$ cat config.mk
export PLATFORM = sky130hd
export DESIGN_NAME = rx_link_fault_detect
export DESIGN_NICKNAME = d
export VERILOG_FILES = /design/src/rtl/rx_link_fault_detect.sv
export SDC_FILE = /design/constraint.sdc
export NUM_CORES = 1
export LEC_CHECK = 0
export BUFFER_PORTS_ARGS = -buffer_cell sky130_fd_sc_hd__buf_2
export CAP_MARGIN = 20
export CELL_PAD_IN_SITES_DETAIL_PLACEMENT = 0
export CELL_PAD_IN_SITES_GLOBAL_PLACEMENT = 2
export CORE_MARGIN = 2
export CORE_UTILIZATION = 27
export CTS_BUF_LIST = sky130_fd_sc_hd__clkbuf_2
export DETAILED_ROUTE_END_ITERATION = 10
export GPL_ROUTABILITY_DRIVEN = 0
export PLACE_DENSITY_LB_ADDON = 0.1
export SYNTH_ARGS = -nofsm -noshare
export SYNTH_HDL_FRONTEND = slang
export SYNTH_SLANG_ARGS = --single-unit
$ cat constraint.sdc
create_clock -name rxclk -period 5 [get_ports rxclk]
set_input_delay 0.25 -clock rxclk [delete_from_list [all_inputs] [get_ports rxclk]]
set_output_delay 0.25 -clock rxclk [all_outputs]
set_load 0.005 [all_outputs]
$ cat src/rtl/rx_link_fault_detect.sv
// XGMII receive link fault detector: classifies each 4-lane column as a local/remote
// fault sequence and tracks fault state. Define RX_LINK_FAULT_STAT_EN for episode counters.
module rx_link_fault_detect #(
    parameter int COL_WINDOW = 128,
    parameter int SEQ_THRESH = 4
) (
    input  logic        rxclk,
    input  logic        reset_n,
    input  logic [63:0] rxd64,
    input  logic [7:0]  rxc8,
    output logic [1:0]  link_fault,
    output logic        fault_change
`ifdef RX_LINK_FAULT_STAT_EN
    ,
    output logic [15:0] local_fault_cnt,
    output logic [15:0] remote_fault_cnt
`endif
);

    localparam int CW = $clog2(COL_WINDOW + 1);
    localparam int SW = $clog2(SEQ_THRESH + 1);
    localparam logic [CW-1:0] COL_WIN = CW'(COL_WINDOW);
    localparam logic [SW-1:0] SEQ_TH  = SW'(SEQ_THRESH);

    typedef enum logic [1:0] {ST_OK = 2'd0, ST_COUNT = 2'd1, ST_FAULT = 2'd2} state_t;

    // lf travels with the state so a fault declared in column A can be held
    // correctly if column B immediately starts a count of the other type.
    typedef struct packed {
        state_t          st;
        logic [1:0]      seq_type;
        logic [SW-1:0]   seq_cnt;
        logic [CW-1:0]   col_cnt;
        logic [1:0]      lf;
    } fsm_t;

    fsm_t cur, mid, nxt;

    // 2'b10 local, 2'b11 remote, 2'b00 not a fault sequence
    function automatic logic [1:0] col_type(input logic [31:0] d, input logic [3:0] c);
        col_type = 2'b00;
        if (c == 4'b0001 && d[7:0] == 8'h9C && d[15:8] == 8'h00 && d[23:16] == 8'h00) begin
            if (d[31:24] == 8'h01)      col_type = 2'b10;
            else if (d[31:24] == 8'h02) col_type = 2'b11;
        end
    endfunction

    function automatic fsm_t restart(input fsm_t s, input logic [1:0] t);
        fsm_t n;
        n          = s;
        n.seq_type = t;
        n.seq_cnt  = SW'(1);
        n.col_cnt  = '0;
        n.st       = (SEQ_THRESH <= 1) ? ST_FAULT : ST_COUNT;
        return n;
    endfunction

    function automatic fsm_t go_ok(input fsm_t s);
        fsm_t n;
        n          = s;
        n.st       = ST_OK;
        n.seq_type = 2'b00;
        n.seq_cnt  = '0;
        n.col_cnt  = '0;
        return n;
    endfunction

    function automatic fsm_t step(input fsm_t s, input logic [1:0] t);
        fsm_t n;
        n = s;
        case (s.st)
            ST_OK: begin
                if (t != 2'b00) n = restart(s, t);
            end
            ST_COUNT: begin
                n.col_cnt = (s.col_cnt == '1) ? s.col_cnt : s.col_cnt + CW'(1);
                if (t != 2'b00 && t == s.seq_type) begin
                    n.seq_cnt = (s.seq_cnt == '1) ? s.seq_cnt : s.seq_cnt + SW'(1);
                    if (n.seq_cnt >= SEQ_TH) begin
                        n.st      = ST_FAULT;
                        n.col_cnt = '0;
                    end
                end else if (t != 2'b00) begin
                    n = restart(s, t);
                end
                if (n.st == ST_COUNT && n.col_cnt >= COL_WIN) n = go_ok(n);
            end
            ST_FAULT: begin
                if (t != 2'b00 && t == s.seq_type) begin
                    n.col_cnt = '0;
                end else if (t != 2'b00) begin
                    n = restart(s, t);
                end else begin
                    n.col_cnt = (s.col_cnt == '1) ? s.col_cnt : s.col_cnt + CW'(1);
                    if (n.col_cnt >= COL_WIN) n = go_ok(n);
                end
            end
            default: n = go_ok(s);
        endcase
        // COUNT keeps whatever was being reported, so a type switch out of FAULT holds it
        n.lf = (n.st == ST_FAULT) ? n.seq_type : (n.st == ST_COUNT) ? s.lf : 2'b00;
        return n;
    endfunction

    always_comb begin
        mid = step(cur, col_type(rxd64[31:0],  rxc8[3:0]));
        nxt = step(mid, col_type(rxd64[63:32], rxc8[7:4]));
    end

    always_ff @(posedge rxclk) begin
        if (!reset_n) begin
            cur.st       <= ST_OK;
            cur.seq_type <= 2'b00;
            cur.seq_cnt  <= '0;
            cur.col_cnt  <= '0;
            cur.lf       <= 2'b00;
            fault_change <= 1'b0;
        end else begin
            cur          <= nxt;
            fault_change <= (nxt.lf != cur.lf);
        end
    end

    assign link_fault = cur.lf;

`ifdef RX_LINK_FAULT_STAT_EN
    logic       enter_a, enter_b;
    logic [1:0] loc_inc, rem_inc;

    function automatic logic [15:0] sat_add(input logic [15:0] v, input logic [1:0] inc);
        logic [16:0] s;
        s = {1'b0, v} + {15'd0, inc};
        return s[16] ? 16'hFFFF : s[15:0];
    endfunction

    always_comb begin
        enter_a = (cur.st != ST_FAULT) && (mid.st == ST_FAULT);
        enter_b = (mid.st != ST_FAULT) && (nxt.st == ST_FAULT);
        loc_inc = {1'b0, enter_a && mid.seq_type == 2'b10} + {1'b0, enter_b && nxt.seq_type == 2'b10};
        rem_inc = {1'b0, enter_a && mid.seq_type == 2'b11} + {1'b0, enter_b && nxt.seq_type == 2'b11};
    end

    always_ff @(posedge rxclk) begin
        if (!reset_n) begin
            local_fault_cnt  <= '0;
            remote_fault_cnt <= '0;
        end else begin
            local_fault_cnt  <= sat_add(local_fault_cnt, loc_inc);
            remote_fault_cnt <= sat_add(remote_fault_cnt, rem_inc);
        end
    end
`endif

endmodule

==> out/results.ini <==
[yosys]
yosys.area_share.simple_pct=38.5
synthFlopType=dfxtp_1
syn-instance-count=331
synthXorXnorAreaFrac_pct=1.49
synth.avg_cell_area_sq_um=7.10
ys_seq_elements=18
synth_top_family_by_area=simple AND/OR/NAND/NOR gates
ys_async_sr_fraction_pct=0
post_synth_fa_ha_maj_area_fraction_pct=2.13
synth_edf_count=0
yosysMostFrequentCell=nor2_1
netlist_top_cells_count=nor2_1, a21oi_1, o21ai_0
synth_top_area_share_pct=15.3
yosys_warnings=0
synth_nets=409
synthTopCellsByArea=dfxtp_1, nor2_1, a21oi_1
yosysUniqueCellTypes=72
yosysTopAreaCell=dfxtp_1
netlist_area_sq_um=2350
synth_compound_area_share_pct=36.8
synthMuxAreaShare_pct=1.28
ys_seq_area_share_pct=15.3

[placed_design]
post-place-ws_ps=682
dpl.cell_count=511
place_hpwl_um=6760
portBuffers=76

[cells_and_area]
syn_to_final_growth_pct=22.8
instances_no_fill=515
drive_gt1_share_pct=28.0
antenna_cells=0
nets=486

[global_route]
grt_pass1_wl_um=13700
grt_pass1_vias=2916
grt_util_all_layers_pct=17.3
grt_max_degree=17
grt_overflow=0
antenna_found_initial=0

[detailed_routing]
vias=2825
drt-vias-per-instance=5.49
wire_per_inst_um=16.0
ant_nets=0
finalWirelength_um=8240
drtIter0Drc=184
first_pass_iters=4
drc=0

[status]
status=complete, no violations

[critical_path]
startpoint=cur[3]$_SDFF_PN0_
end_kind=register
critPathLaunchType=register
worst_ep_required_time_ps=5290
worst-path-max-fanout=9
critical_path_arrival_ps=4480
r2r_setup_slack_ps=800
r2r_cells=19
timing.rr.end=cur[5]$_SDFF_PN0_
r2r-start=cur[3]$_SDFF_PN0_
path_class=register to register

[die]
io_pins=77
start_util_pct=27.3
num_rows=34
coreArea_sq_um=8590
dieHeight_um=97.3
die_w_um=97.3
die-area_sq_um=9470

[sta]
tns_ps=0
period_share_pct=83.9
slew_headroom_pct=50.1
rsz0062_at_grt=no
fin_ws_ps=803
finalClockSkew_ps=2.00
max_slew.worst_pin.slew_ps=749
max_freq_mhz=238
hold_viol=0
period_minus_slack_ps=4200
setup_violations=0
slew_viol_final=0

[cts]
cts_buffers=3
cts.root.buffer_cell=clkbuf_2
post-cts-setup-buffer-count=0
path_clk_slew_ps=200
clk_latency_ps=340
cts_tree=built
cts_max_level=1
clock_sinks=18
cts_hold_buf=0
cts_buffer_depth=2
cts_resized=0

[power_and_ir_drop]
p_leak_nw=1.07
netSwitchingPower_w=0.0000734
sw_frac_of_total_pct=28.2
power_frac_comb_pct=17.1
clkPwrFrac_pct=27.8
power.density_nw_per_um2=90.3
peakVddDrop_mv=0.0594
seqPwrFrac_pct=55.2
internal-power_w=0.000187

[min_path]
worstHoldStart=reset_n
hold_path.class=input pin to register
hold_depth=3
hold_end=cur[8]$_SDFF_PN0_

[job]
maxCapViolCount=0

[logic make-up (layout without fill, tap and decap cells)]
group           after synthesis  after routing
mux                           3              3
simple gates                155            155
compound gates              123            123
flops                        18             18
xor+xnor                      4              4
buf+inv                      24            100
fa+ha+maj                     4              4
[worst max-delay path by stage]
stage                                   end  slack (ps)  cells after the start
floorplan           fault_change$_SDFF_PN0_        1190                     18
global placement          cur[5]$_SDFF_PN0_         750                     18
CTS                       cur[5]$_SDFF_PN0_         860                     19
finish                    cur[5]$_SDFF_PN0_         800                     19
global route              cur[8]$_SDFF_PN0_         410                     19
detailed placement        cur[5]$_SDFF_PN0_         680                     18
[flip-flops by register name, indices dropped and copies added, names as in the netlist]
name,count
cur,15
fault_change,1
link_fault,2
[critical path, stage by stage (launching register included)]
cell	delay, ps
dfxtp_1	580
ha_1	230
nand2b_1	130
nor3_1	70
nor2_1	140
o21ai_0	100
and2_1	200
a31oi_1	170
nor2_1	70
o21a_1	160
a41oi_1	230
inv_1	70
ha_1	230
nor3_1	380
a31oi_1	170
o21ai_0	470
o211ai_1	310
a21oi_1	180
o21ai_0	90
a21oi_1	160
[layout make-up]
type / count / area, sq um
Fill cell: 967 / 5710
Inverter: 12 / 45.0
Clock buffer: 3 / 15.0
Multi-Input combinational cell: 289 / 1890
Tap cell: 108 / 135
Clock inverter: 1 / 3.75
Timing Repair Buffer: 84 / 440
Sequential cell: 18 / 360
[metal layers]
metal / track usage, % / routed length (um)
met1: 22.5 / 3810
met2: 30.6 / 3900
met3: 1.65 / 392
met4: 4.49 / 138
met5: 0 / 0
[power groups by stage]
stage / clock network, W / registers (W) / logic [W]
finish: 0.0000724 / 0.000144 / 0.0000445
global placement: 0 / 0.000147 / 0.0000437
floorplan: 0 / 0.000147 / 0.0000115
detailed placement: 0 / 0.000147 / 0.0000449
CTS: 0.0000731 / 0.000144 / 0.0000450
global route: 0.0000783 / 0.000144 / 0.0000495
[metrics by stage]
step	util [%]	total power (W)	hold WS (ps)	area (sq um)
3_5_place_dp	33.4	0.000191	563	2870
6_report	33.6	0.000261	184	2890
4_1_cts	33.6	0.000262	177	2890
2_1_floorplan	-	0.000158	366	2350
5_1_grt	33.6	0.000272	176	2890
3_3_place_gp	33.4	0.000190	565	2870
[cells in the final DEF (no fill, tap or decap), types with 5 or more instances in the layout]
cell / Yosys / routed
nor3_1: 8 / 8
a21oi_1: 27 / 27
o21a_1: 5 / 5
nand4_1: 5 / 5
inv_1: 12 / 12
nor2_1: 42 / 42
nand2_1: 25 / 25
nand2b_1: 6 / 6
a22oi_1: 6 / 6
buf_2: 5 / 76
and2_1: 6 / 6
dfxtp_1: 18 / 18
nor4_1: 9 / 9
nand3_1: 12 / 12
a21boi_0: 5 / 5
or3_1: 5 / 5
buf_4: 2 / 8
o21ai_0: 26 / 26
and3_1: 7 / 7
No activity file was read; power rests on OpenSTA's default activity.
